### config.mk
export PLATFORM = sky130hd
export DESIGN_NAME = regfile_write_arbiter_flat
export DESIGN_NICKNAME = d
export VERILOG_FILES = /design/src/rtl/regfile_write_arbiter_if.sv /design/src/rtl/regfile_write_arbiter.sv /design/src/flat_wrapper.sv
export SDC_FILE = /design/constraint.sdc
export NUM_CORES = 1
export LEC_CHECK = 0
export CAP_MARGIN = 0
export CORE_MARGIN = 2
export CORE_UTILIZATION = 39
export CTS_CLUSTER_SIZE = 24
export DETAILED_ROUTE_END_ITERATION = 12
export PLACE_DENSITY = 0.86
export SYNTH_ARGS = -nofsm -noshare
export SYNTH_HDL_FRONTEND = slang
export SYNTH_SLANG_ARGS = --single-unit
### constraint.sdc
create_clock -name clk -period 5 [get_ports clk]
set_clock_uncertainty 0.2 [all_clocks]
set_input_delay 1 -clock clk [delete_from_list [all_inputs] [get_ports clk]]
set_output_delay 1 -clock clk [all_outputs]
set_load 0.02 [all_outputs]
### src/rtl/regfile_write_arbiter_if.sv
// Bundle of writeback request channels, issue/read-check inputs and register-file write outputs.
// The arbiter takes the slave side; requesters and the issue stage take the master side.
interface regfile_write_arbiter_if #(
  parameter int unsigned WORD = 16,
  parameter int unsigned ADDR = 6,
  parameter int unsigned NREG = 7
);
  logic            alu_valid;
  logic            alu_ready;
  logic [ADDR-1:0] alu_addr;
  logic [WORD-1:0] alu_data;

  logic            ld_valid;
  logic            ld_ready;
  logic [ADDR-1:0] ld_addr;
  logic [WORD-1:0] ld_data;

  logic            dbg_valid;
  logic            dbg_ready;
  logic [ADDR-1:0] dbg_addr;
  logic [WORD-1:0] dbg_data;

  logic            iss_valid;
  logic [ADDR-1:0] iss_dest;
  logic [ADDR-1:0] rs1_addr;
  logic [ADDR-1:0] rs2_addr;
  logic            hazard;
  logic [NREG-1:0] busy;

  logic            rf_we;
  logic [ADDR-1:0] rf_waddr;
  logic [WORD-1:0] rf_wdata;
  logic            err_pc_write;

  modport master (
    output alu_valid, alu_addr, alu_data,
    input  alu_ready,
    output ld_valid, ld_addr, ld_data,
    input  ld_ready,
    output dbg_valid, dbg_addr, dbg_data,
    input  dbg_ready,
    output iss_valid, iss_dest, rs1_addr, rs2_addr,
    input  hazard, busy,
    input  rf_we, rf_waddr, rf_wdata, err_pc_write
  );

  modport slave (
    input  alu_valid, alu_addr, alu_data,
    output alu_ready,
    input  ld_valid, ld_addr, ld_data,
    output ld_ready,
    input  dbg_valid, dbg_addr, dbg_data,
    output dbg_ready,
    input  iss_valid, iss_dest, rs1_addr, rs2_addr,
    output hazard, busy,
    output rf_we, rf_waddr, rf_wdata, err_pc_write
  );
endinterface

### src/rtl/regfile_write_arbiter.sv
// Round-robin arbiter for the register file's single write port (ALU, load, debug),
// with PC/out-of-range write blocking and a per-register RAW busy scoreboard.
module regfile_write_arbiter #(
  parameter int unsigned WORD    = 16,
  parameter int unsigned ADDR    = 6,
  parameter int unsigned NREG    = 7,
  parameter int unsigned PC_ADDR = 6
) (
  input logic                     clk,
  input logic                     Reset,
  regfile_write_arbiter_if.slave  bus
);

  typedef enum logic [1:0] {PtrAlu, PtrLd, PtrDbg} ptr_e;

  ptr_e            ptr_q, ptr_d;
  logic [2:0]      req, gnt;
  logic            xfer, sel_legal, iss_legal, hazard;
  logic [ADDR-1:0] sel_addr;
  logic [WORD-1:0] sel_data;
  logic [NREG-1:0] busy_q, busy_d;
  logic            rf_we_q, err_q;
  logic [ADDR-1:0] rf_waddr_q;
  logic [WORD-1:0] rf_wdata_q;

  function automatic logic is_legal(logic [ADDR-1:0] a);
    return (a != ADDR'(PC_ADDR)) && (32'(a) < NREG);
  endfunction

  assign req = {bus.dbg_valid, bus.ld_valid, bus.alu_valid};

  // Search order starts at the pointer and wraps ALU -> LD -> DBG -> ALU.
  always_comb begin
    gnt = 3'b000;
    if (!Reset) begin
      unique case (ptr_q)
        PtrLd: begin
          if (req[1])      gnt = 3'b010;
          else if (req[2]) gnt = 3'b100;
          else if (req[0]) gnt = 3'b001;
        end
        PtrDbg: begin
          if (req[2])      gnt = 3'b100;
          else if (req[0]) gnt = 3'b001;
          else if (req[1]) gnt = 3'b010;
        end
        default: begin
          if (req[0])      gnt = 3'b001;
          else if (req[1]) gnt = 3'b010;
          else if (req[2]) gnt = 3'b100;
        end
      endcase
    end
  end

  assign bus.alu_ready = gnt[0];
  assign bus.ld_ready  = gnt[1];
  assign bus.dbg_ready = gnt[2];
  assign xfer          = |gnt;

  always_comb begin
    sel_addr = '0;
    sel_data = '0;
    ptr_d    = ptr_q;
    unique case (gnt)
      3'b001: begin
        sel_addr = bus.alu_addr;
        sel_data = bus.alu_data;
        ptr_d    = PtrLd;
      end
      3'b010: begin
        sel_addr = bus.ld_addr;
        sel_data = bus.ld_data;
        ptr_d    = PtrDbg;
      end
      3'b100: begin
        sel_addr = bus.dbg_addr;
        sel_data = bus.dbg_data;
        ptr_d    = PtrAlu;
      end
      default: ;
    endcase
  end

  assign sel_legal = is_legal(sel_addr);
  assign iss_legal = is_legal(bus.iss_dest);

  // Set is applied after clear so a same-edge issue keeps the register busy.
  always_comb begin
    busy_d = busy_q;
    for (int unsigned i = 0; i < NREG; i++) begin
      if (xfer && sel_legal && (sel_addr == ADDR'(i))) busy_d[i] = 1'b0;
      if (bus.iss_valid && iss_legal && (bus.iss_dest == ADDR'(i))) busy_d[i] = 1'b1;
    end
  end

  always_comb begin
    hazard = 1'b0;
    for (int unsigned i = 0; i < NREG; i++) begin
      if ((i != PC_ADDR) && busy_q[i] &&
          ((bus.rs1_addr == ADDR'(i)) || (bus.rs2_addr == ADDR'(i)))) begin
        hazard = 1'b1;
      end
    end
  end

  always_ff @(posedge clk) begin
    if (Reset) begin
      ptr_q      <= PtrAlu;
      rf_we_q    <= 1'b0;
      rf_waddr_q <= '0;
      rf_wdata_q <= '0;
      err_q      <= 1'b0;
      busy_q     <= '0;
    end else begin
      rf_we_q <= xfer && sel_legal;
      err_q   <= xfer && !sel_legal;
      if (xfer && sel_legal) begin
        rf_waddr_q <= sel_addr;
        rf_wdata_q <= sel_data;
      end
      if (xfer) ptr_q <= ptr_d;
      busy_q <= busy_d;
    end
  end

  assign bus.hazard       = hazard;
  assign bus.busy         = busy_q;
  assign bus.rf_we        = rf_we_q;
  assign bus.rf_waddr     = rf_waddr_q;
  assign bus.rf_wdata     = rf_wdata_q;
  assign bus.err_pc_write = err_q;

endmodule

### src/flat_wrapper.sv
// flat-port wrapper written by rule: the top's interface ports become plain ports
module regfile_write_arbiter_flat 
#(
  parameter int unsigned WORD    = 16,
  parameter int unsigned ADDR    = 6,
  parameter int unsigned NREG    = 7,
  parameter int unsigned PC_ADDR = 6
)
  (clk, Reset, bus_alu_valid, bus_alu_addr, bus_alu_data, bus_alu_ready, bus_ld_valid, bus_ld_addr, bus_ld_data, bus_ld_ready, bus_dbg_valid, bus_dbg_addr, bus_dbg_data, bus_dbg_ready, bus_iss_valid, bus_iss_dest, bus_rs1_addr, bus_rs2_addr, bus_hazard, bus_busy, bus_rf_we, bus_rf_waddr, bus_rf_wdata, bus_err_pc_write);
  regfile_write_arbiter_if #(.WORD(WORD), .ADDR(ADDR), .NREG(NREG)) bus_i ();
  input logic clk;
  input logic Reset;
  input wire logic [$bits(bus_i.alu_valid)-1:0] bus_alu_valid;
  input wire logic [$bits(bus_i.alu_addr)-1:0] bus_alu_addr;
  input wire logic [$bits(bus_i.alu_data)-1:0] bus_alu_data;
  output wire logic [$bits(bus_i.alu_ready)-1:0] bus_alu_ready;
  input wire logic [$bits(bus_i.ld_valid)-1:0] bus_ld_valid;
  input wire logic [$bits(bus_i.ld_addr)-1:0] bus_ld_addr;
  input wire logic [$bits(bus_i.ld_data)-1:0] bus_ld_data;
  output wire logic [$bits(bus_i.ld_ready)-1:0] bus_ld_ready;
  input wire logic [$bits(bus_i.dbg_valid)-1:0] bus_dbg_valid;
  input wire logic [$bits(bus_i.dbg_addr)-1:0] bus_dbg_addr;
  input wire logic [$bits(bus_i.dbg_data)-1:0] bus_dbg_data;
  output wire logic [$bits(bus_i.dbg_ready)-1:0] bus_dbg_ready;
  input wire logic [$bits(bus_i.iss_valid)-1:0] bus_iss_valid;
  input wire logic [$bits(bus_i.iss_dest)-1:0] bus_iss_dest;
  input wire logic [$bits(bus_i.rs1_addr)-1:0] bus_rs1_addr;
  input wire logic [$bits(bus_i.rs2_addr)-1:0] bus_rs2_addr;
  output wire logic [$bits(bus_i.hazard)-1:0] bus_hazard;
  output wire logic [$bits(bus_i.busy)-1:0] bus_busy;
  output wire logic [$bits(bus_i.rf_we)-1:0] bus_rf_we;
  output wire logic [$bits(bus_i.rf_waddr)-1:0] bus_rf_waddr;
  output wire logic [$bits(bus_i.rf_wdata)-1:0] bus_rf_wdata;
  output wire logic [$bits(bus_i.err_pc_write)-1:0] bus_err_pc_write;
  assign bus_i.alu_valid = bus_alu_valid;
  assign bus_i.alu_addr = bus_alu_addr;
  assign bus_i.alu_data = bus_alu_data;
  assign bus_alu_ready = bus_i.alu_ready;
  assign bus_i.ld_valid = bus_ld_valid;
  assign bus_i.ld_addr = bus_ld_addr;
  assign bus_i.ld_data = bus_ld_data;
  assign bus_ld_ready = bus_i.ld_ready;
  assign bus_i.dbg_valid = bus_dbg_valid;
  assign bus_i.dbg_addr = bus_dbg_addr;
  assign bus_i.dbg_data = bus_dbg_data;
  assign bus_dbg_ready = bus_i.dbg_ready;
  assign bus_i.iss_valid = bus_iss_valid;
  assign bus_i.iss_dest = bus_iss_dest;
  assign bus_i.rs1_addr = bus_rs1_addr;
  assign bus_i.rs2_addr = bus_rs2_addr;
  assign bus_hazard = bus_i.hazard;
  assign bus_busy = bus_i.busy;
  assign bus_rf_we = bus_i.rf_we;
  assign bus_rf_waddr = bus_i.rf_waddr;
  assign bus_rf_wdata = bus_i.rf_wdata;
  assign bus_err_pc_write = bus_i.err_pc_write;
  regfile_write_arbiter #(.WORD(WORD), .ADDR(ADDR), .NREG(NREG), .PC_ADDR(PC_ADDR)) u_core (.clk(clk), .Reset(Reset), .bus(bus_i));
endmodule
==> results of run 1 <==
-- layer usage --
layer	GRT usage (%)	vias to the layer above	share of wire (%)	wire [um]
met1	26.0	1025	41	2470
met3	7.27	6	8.1	490
met4	7.27	0	0.88	53
li1	-	1057	-	-
met2	38.6	94	50	3030
met5	0	-	0	0
-- state kept, by name (all words and copies together) (netlist names) --
signal                   count
u_core.bus.rf_waddr          6
u_core.bus.rf_we             1
u_core.bus.busy              7
u_core.bus.rf_wdata         16
u_core.bus.err_pc_write      1
u_core.ptr_q                 2
-- stage by stage --
step / hold WS [ns] / util, %
final: 0.262 / 69.5
after global placement: 0.245 / 67.7
after global routing: 0.290 / 69.5
after floorplan: 0.286 / -
after CTS: 0.268 / 69.5
after detailed placement: 0.259 / 67.7
-- worst max-delay path, cell delays in order --
cell and delay (ns):
clkdlybuf4s50_1 0.42, nor4_1 0.47, nand2_1 0.13, o22ai_1 0.15, a22oi_1 0.11, nand3_1 0.10, clkdlybuf4s50_1 0.60
-- final timing paths --
path | startpoint | to | cells after the start
setup reg to reg | u_core.ptr_q[0] | u_core.bus.rf_wdata[12] | 9
hold / removal | u_core.bus.rf_wdata[1] | u_core.bus.rf_wdata[1] | 2
hold reg to reg | u_core.bus.rf_wdata[1] | u_core.bus.rf_wdata[1] | 2
setup / recovery | bus_rs1_addr[1] | bus_hazard | 7
-- where the power goes --
part / total, mW / internal (mW) / leakage, nW / switching, mW
combinational: 0.270 / 0.145 / 0.864 / 0.124
sequential: 0.292 / 0.283 / 0.268 / 0.00939
clock: 0.198 / 0.109 / 0.0443 / 0.0890
-- final cells by class --
cell class | count | area (sq um) | share of cell area [%]
Sequential cell | 33 | 661 | 20.1
Multi-Input combinational cell | 146 | 1130 | 34.5
Clock buffer | 7 | 86.3 | 2.63
Timing Repair Buffer | 129 | 1280 | 39.0
Tap cell | 67 | 83.8 | 2.55
Inverter | 11 | 41.3 | 1.26
-- cell families (layout without fill, tap and decap cells) --
| family | Yosys count | after routing | synth area share (%) |
|---|---|---|---|
| adders and majority gates | 2 | 2 | 1.31 |
| DFF | 33 | 33 | 34.7 |
| muxes | 8 | 8 | 4.21 |
| and+or+nand+nor | 70 | 70 | 20.6 |
| buffers and inverters | 25 | 147 | 5.91 |
| AOI/OAI and AO/OA | 66 | 66 | 33.3 |
-- cells in the mapped netlist (3+ instances only) --
cell type	count
inv_1	10
a21oi_1	5
buf_2	3
a22oi_1	3
nand2_1	13
nor2b_1	13
nor2_1	8
a222oi_1	17
o22ai_1	4
dfxtp_1	33
nand3_1	7
clkbuf_1	8
o2bb2ai_1	9
mux2i_1	8
a221o_1	3
nor4_1	4
o21ai_0	4
nor3_1	5
and3_1	6
a221oi_4	3
or3_1	3
==> results.md, run 1 <==
- Status: finished clean
- Crit Path Class: primary input to output port
- Final WS setup: 0.818 ns
- Row count: 25
- Commonest non-fill, non-tap cell in the layout: clkdlybuf4s50_1
- Final min period: 4.18 ns
- Final Non-Filler Cells: 393
- Starting Density: 40.3%
- Placed Area: 3200 sq um
- H-tree levels: 2
- Initial antenna violation count: 0
- R2R Setup Slk: 1.63 ns
- Synth warn: 0
- Largest net degree at the start of global routing: 24
- IO Pins: 125
- Share of the synthesized area in the top cell type: 34.7%
- Setup crit start kind: primary input
- Post-Synthesis Cells: 204
- Post-CTS Setup Bufs: 0
- Worst EP arrival: 2.98 ns
- Gr usage total: 22.4%
- CTS tree: done
- Clock buffer depth: 2
- GPL Wtd Cong: ~0.78
- CTS Hold Bufs: 0
- Placed cells: 386
- CP endpoint kind: output port
- Port Buffers: 124
- Vias per std cell: between 5 and 6
- VDD IR-drop max: 0.145 mV
- Flops & latches, synth: 33
- Global route overflow: 0
- Fin. Hold Viols: 0
- Most frequent cells in the layout: clkdlybuf4s50_1 (124), dfxtp_1 (33), a222oi_1 (17)
- Final period util: 83.6%
- Worst-Margin Slew: 0.828 ns
- Synth top area cells: dfxtp_1 (35%), a222oi_1 (8.9%), nor2b_1 (4.3%)
- Setup TNS: 0 ns
- Via Count: roughly 2,200
- Highest Clock Rate: roughly 0.24 GHz
- Residual DRC: 0
- Filler cells: 368
- RSZ-0062 raised after global routing: no
- Hold Path Class: flip-flop to flip-flop
- # nets final: 418
- Worst slack, placed: 0.832 ns
- Vias in the first global route: approximately 2,100
- Die Footprint: 5460 sq um
- PD cells: 232 nW/um^2
- Sequential area share after synthesis: 34.7%
- Largest area contributor in the netlist: dfxtp_1
- Final design instance area without fill: around 3300 sq um
- Clock root buffer: clkbuf_8
- Post-synth EDFFs: 0
- Async set-reset flop share out of synthesis: 0%
- CTS sink cnt: 33
- Crit path max fanout: 3
- Max-slew headroom: 44.6%
- Detailed Route Iter0 Violations: 162
- Die X: 73.9 um
- Max-Cap Viols: 0
- Final Total Pwr: 0.760 mW
- Unique masters post-synth: 46
- CORE AREA: 4720 sq um
- Final setup fails: 0
- CP required: between 3 and 4 ns
- Diodes inserted: 0
- Max Slew Vio Count: 0
- Die H: ~74 um
- Final ANT Viol Nets: 0
- Mean Syn Cell Area: 9.33 sq um
- First-pass iteration count of the detailed router: 5
- Mapped cell area: roughly 1900 sq um
- Area Growth Syn to Fin: 72.3%
- CTS buffer count: 5
- Clock transition at path regs: ~0.060 ns
- Syn nets: 296
- Clk_lat worst skew: 0.27 ns
- Most used DFF post-synth: dfxtp_1
- WL per Instance: 15.4 um
- Share of cells above drive strength 1: 6.13%
- Cts repair resizes: 0
- Routed WL: 6040 um
- Dpl hpwl: about 4600 um
- Leak Pwr: 1.18 nW
- First-pass GRT wire length: 9520 um
Note: power is estimated with default switching activity, not from simulation.
==> run 2: changes to the inputs <==
--- a/config.mk
+++ b/config.mk
@@ -7,10 +7,10 @@
 export LEC_CHECK = 0
 export CAP_MARGIN = 0
 export CORE_MARGIN = 2
-export CORE_UTILIZATION = 39
+export CORE_UTILIZATION = 33
 export CTS_CLUSTER_SIZE = 24
 export DETAILED_ROUTE_END_ITERATION = 12
-export PLACE_DENSITY = 0.86
+export PLACE_DENSITY = 0.78
 export SYNTH_ARGS = -nofsm -noshare
 export SYNTH_HDL_FRONTEND = slang
 export SYNTH_SLANG_ARGS = --single-unit
==> constraint.sdc (replaced) <==
create_clock -name clk -period 3.5 [get_ports clk]
set_clock_uncertainty 0.2 [all_clocks]
set_input_delay 0.7 -clock clk [delete_from_list [all_inputs] [get_ports clk]]
set_output_delay 0.7 -clock clk [all_outputs]
set_load 0.02 [all_outputs]
==> run 2 against run 1 <==
Effect of this change: sequential share of layout area shrank 0.46 points; register-to-register slack lost 1.2 ns; highest routed layer unchanged; first-iteration DRC count shrank 27%; core utilization shrank 8.9 points; sequential power grew 43%; total power grew 45%; count of clock-buffer cells in the layout is the same; design area grew 2.3%.
==> results.md, run 2 (synthesis results as in run 1) <==
- Highest Clock Rate: roughly 0.3 GHz
- Share of cells above drive strength 1: under 10%
- Die X: 80.0 um
- Cts repair resizes: 2
- Vias in the first global route: 2,101
- H-tree levels: 2
- CTS tree: done
- CP startpoint: bus_ld_valid
- Dpl hpwl: 4770 um
- CP endpoint kind: output port
- Fin. Hold Viols: 0
- IO Pins: 125
- Final Total Pwr: about 1.1 mW
- R2R Setup Slk: 0.48 ns
- Clk_lat worst skew: 0.27 ns
- FF-to-FF Start: u_core.ptr_q[0]
- Most frequent cells in the layout: clkdlybuf4s50_1 (123), dfxtp_1 (33), a222oi_1 (17)
- Crit Path Class: primary input to output port
- CP dominant cell by count: clkdlybuf4s50_1
- WL per Instance: 15.2 um
- Clock buffer depth: 2
- First-pass iteration count of the detailed router: 5
- Global route overflow: 0
- Residual DRC: 0
- Row count: 27
- Crit-path max cell delay: slightly below 0.6 ns
- Gr usage total: 18.8%
- Routed WL: 6160 um
- Detailed Route Iter0 Violations: 118
- Placed cells: 398
- Final period util: 95.0%
- Final Non-Filler Cells: 405
- PD cells: 328 nW/um^2
- Max reg flops: 16
- Port Buffers: 124
- CTS Hold Bufs: 0
- Max Slew Vio Count: 0
- Final ANT Viol Nets: 0
- Diodes inserted: 0
- First-pass GRT wire length: 9600 um
- Die Footprint: about 6400 sq um
- Largest net degree at the start of global routing: 24
- Status: finished clean
- Clock root buffer: clkbuf_8
- Commonest non-fill, non-tap cell in the layout: clkdlybuf4s50_1
- Post-CTS Setup Bufs: 0
- DRT met1 WL: ~2400 um
- Worst EP arrival: 2.43 ns
- Crit path cell chain: clkdlybuf4s50_1, nand2b_1, a21oi_1, and3_1, clkdlybuf4s50_1
- Min-delay src: u_core.bus.rf_wdata[9]
- GPL Wtd Cong: 0.833
- VDD IR-drop max: 0.174 mV
- Slowest CP cell: clkdlybuf4s50_1
- Vias per std cell: about 5.4
- CTS sink cnt: 33
- Setup crit start kind: primary input
- Final setup fails: 0
- Die H: 80.0 um
- Final min period: 3.33 ns
- Starting Density: approximately 34%
- Met3 wire len: between 600 and 700 um
- CTS buffer count: 5
- CP required: 2.60 ns
- Routed met2 length: approximately 3000 um
- Worst-Margin Slew: between 0.8 and 0.9 ns
- Initial antenna violation count: 0
- CORE AREA: between 5000 and 6000 sq um
- Clock transition at path regs: 0.06 ns
- # nets final: 425
- Buf+Inv Stages, Crit Path: 2
- Crit path max fanout: 4
- Setup TNS: 0 ns
- Leak Pwr: about 1.2 nW
- Hold Path Class: flip-flop to flip-flop
- Post-layout util: 60.6%
- Max-Cap Viols: 0
- Via Count: 2,201
- CP top delay family: buffers and inverters
- Area Growth Syn to Fin: 76.3%
- Max-slew headroom: 45.8%
- Uppermost routed layer: met4
- RSZ-0062 raised after global routing: no
-- run 2: changes by cell type in the layout (fill, tap and decap cells not counted) --
cell,change
buf_12,+1
buf_4,+6
clkdlybuf4s50_1,-1
dlygate4sd2_1,+1
nor4_1,-1
nor4_2,+1
-- run 2: final timing paths --
path | endpoint | depth (start not counted)
min | u_core.bus.rf_wdata[9] | 2
min reg2reg | u_core.bus.rf_wdata[9] | 2
max | bus_dbg_ready | 5
max reg2reg | u_core.bus.rf_waddr[0] | 10
-- run 2: per-layer routing --
metal / global-route usage [%] / vias to the layer above
met4: 5.08 / 0
met2: 33.4 / 113
met3: 6.33 / 6
met5: 0 / -
met1: 21.3 / 1011
li1: - / 1071
-- run 2: power breakdown --
| group | leakage (nW) | switching (mW) | internal (mW) |
|---|---|---|---|
| sequential | 0.268 | 0.0134 | 0.404 |
| combinational | 0.909 | 0.179 | 0.221 |
| clock | 0.0443 | 0.126 | 0.156 |
-- run 2: stage by stage --
stage | instance area [sq um] | setup slack (ns) | hold slack, ns
5_1_grt | 3360 | 0.0709 | 0.276
4_1_cts | 3360 | 0.195 | 0.266
3_5_place_dp | 3270 | -0.0667 | 0.255
6_report | 3360 | 0.174 | 0.261
2_1_floorplan | 1900 | 0.846 | 0.286
3_3_place_gp | 3270 | -0.0155 | 0.245
-- run 2: worst register-to-register path, stage by stage, from the launching register on --
cell       delay [ns]
dfxtp_1          0.35
inv_1            0.05
ha_1             0.36
nor2b_1          0.28
o31ai_4          0.12
and4_1           0.30
buf_4            0.19
a221oi_4         0.31
buf_4            0.18
o211ai_1         0.32
o2bb2ai_1        0.27
-- run 2: final cells by class --
type                    instances  area (sq um)
clock buffers                   7          86.3
repair buffers                136          1340
fillers                       514          2180
well taps                      72          90.1
inverters                      11          41.3
multi-input cells             146          1140
flip-flops and latches         33           661
==> run 3: changes to the inputs <==
--- a/config.mk
+++ b/config.mk
@@ -6,11 +6,13 @@
 export NUM_CORES = 1
 export LEC_CHECK = 0
 export CAP_MARGIN = 0
+export CELL_PAD_IN_SITES_DETAIL_PLACEMENT = 1
+export CELL_PAD_IN_SITES_GLOBAL_PLACEMENT = 1
 export CORE_MARGIN = 2
-export CORE_UTILIZATION = 33
+export CORE_UTILIZATION = 23
 export CTS_CLUSTER_SIZE = 24
 export DETAILED_ROUTE_END_ITERATION = 12
-export PLACE_DENSITY = 0.78
+export PLACE_DENSITY_LB_ADDON = 0.1
 export SYNTH_ARGS = -nofsm -noshare
 export SYNTH_HDL_FRONTEND = slang
 export SYNTH_SLANG_ARGS = --single-unit
==> run 3 against run 2 <==
Effect of this change: non-clock buffer count is 6 higher; routed wire length is 13% higher; register-to-register slack gained 0.10 ns; hold slack worse by 0.0016 ns; combinational power increased by 4%; highest routed layer unchanged; via count increased by 0.59%; fmax decreased by 1.6%; largest power group unchanged.
==> results.md, run 3 (synthesis results as in run 1) <==
- GPL Wtd Cong: around 0.73
- Sequential share of power: 37.2%
- Combinational fraction of design power: 37.0%
- Detailed Route Iter0 Violations: a little over 90
- Final WS setup: 0.121 ns
- Sw power: approximately 0.33 mW
- Filler cells: 953
- VDD IR-drop max: 0.127 mV
- Max Slew Vio Count: 0
- Vias in the first global route: 2,192
- Global route overflow: 0
- Leak Pwr: 1.25 nW
- Clock root buffer: clkbuf_8
- Starting Density: a little under a quarter
- PD cells: around 330 nW/um^2
- Hold Path Class: flip-flop to flip-flop
- CP endpoint kind: output port
- R2R Setup Slk: 0.58 ns
- Die X: 95.0 um
- CORE AREA: 8130 sq um
- First-pass GRT wire length: 10,800 um
- Clk_lat worst skew: between 0.2 and 0.3 ns
- Worst slack, placed: -0.00716 ns
- Max-Cap Viols: 0
- RSZ-0062 raised after global routing: no
- Max-slew headroom: slightly below 70%
- Crit Path Class: primary input to output port
- Status: finished clean
- Final ANT Viol Nets: 0
- Switching Share: a little under 30%
- Gr usage total: 15.3%
- Die Footprint: 9020 sq um
- Worst Hold Path Cells: 2
- WL per Instance: 15.6 um
- Routed WL: 6950 um
- Dpl hpwl: 5450 um
- Final Total Pwr: 1.12 mW
- Worst EP arrival: 2.48 ns
- Fin. Hold Viols: 0
- Clock buffer depth: 2
- Setup crit start kind: primary input
- Post-CTS Setup Bufs: 0
- Area Growth Syn to Fin: 80.6%
- Port Buffers: about 120
- CTS buffer count: 5
- IO Pins: between 100 and 150
- CTS tree: done
- R2R cell count: 11
- Initial antenna violation count: 0
- Clk network pwr share: 25.8%
- CTS Hold Bufs: 0
- Die H: roughly 95 um
- Via Count: 2,214
- Final period util: 96.5%
- Share of cells above drive strength 1: 9.73%
- Vias per std cell: 4.99
- Crit path max fanout: 4
- H-tree levels: 2
- Final min period: 3.38 ns
- Highest Clock Rate: 0.296 GHz
- Residual DRC: 0
- Pint: 0.789 mW
- Largest net degree at the start of global routing: 20
- Max reg flops: 16
- Most frequent cells in the layout: clkdlybuf4s50_1 (123), dfxtp_1 (33), a222oi_1 (17), buf_4 (17)
- Worst-Margin Slew: 0.464 ns
- CP required: 2.60 ns
- # nets final: ~430
- Final setup fails: 0
- First-pass iteration count of the detailed router: 5
- Diodes inserted: 0
- Clock transition at path regs: around 0.07 ns
- Setup TNS: 0 ns
- Row count: 33
- Commonest non-fill, non-tap cell in the layout: clkdlybuf4s50_1
- CTS sink cnt: 33
==> run 3: cell count changes in the layout (fill, tap and decap cells not counted), sizes merged <==
cell,previous run,this run
buf,12,18
==> run 3: area by class of cell <==
type	instances	area (sq um)	area share [%]
Clock buffer	7	86.3	2.51
Timing Repair Buffer	142	1390	40.4
Tap cell	105	131	3.82
Inverter	11	41.3	1.20
Multi-Input combinational cell	146	1130	32.9
Sequential cell	33	661	19.2
==> run 3: final timing paths <==
path	from	to
setup / recovery	bus_ld_valid	bus_alu_ready
setup reg to reg	u_core.ptr_q[0]	u_core.bus.rf_wdata[0]
hold / removal	u_core.bus.rf_wdata[3]	u_core.bus.rf_wdata[3]
hold reg to reg	u_core.bus.rf_wdata[3]	u_core.bus.rf_wdata[3]
==> run 3: repair_timing <==
action / CTS / global route
setup endpoints to repair: 1 / 0
hold endpoints to repair: 0 / 0
resized for setup: 1 / 0
==> run 3: routing by layer <==
metal / vias to the layer above / GRT usage, % / share of wire, %
met5: - / 0 / 0
met4: 0 / 3.99 / 0.94
met3: 7 / 5.03 / 9.5
met2: 81 / 25.2 / 46
met1: 1044 / 19.2 / 43
li1: 1082 / - / -
==> run 3: stage by stage <==
stage / hold WS [ns] / util (%) / instance area [sq um] / std cells
4_1_cts: 0.266 / 42.3 / 3440 / 444
3_3_place_gp: 0.246 / 41.2 / 3350 / 437
5_1_grt: 0.277 / 42.3 / 3440 / 444
2_1_floorplan: 0.286 / - / 1900 / 204
6_report: 0.259 / 42.3 / 3440 / 444
3_5_place_dp: 0.257 / 41.2 / 3350 / 437
==> run 3: power by group through the flow <==
| stage | registers (mW) | clock network (mW) | logic, mW |
|---|---|---|---|
| detailed placement | 0.426 | 0 | 0.419 |
| floorplan | 0.457 | 0 | 0.156 |
| global placement | 0.425 | 0 | 0.417 |
| finish | 0.417 | 0.290 | 0.415 |
| CTS | 0.418 | 0.302 | 0.422 |
| global route | 0.421 | 0.314 | 0.448 |
==> run 3: critical path, cell delays in order <==
cell	delay [ns]
clkdlybuf4s50_1	0.46
nand2b_1	0.21
a21oi_1	0.30
and3_1	0.20
clkdlybuf4s50_1	0.61
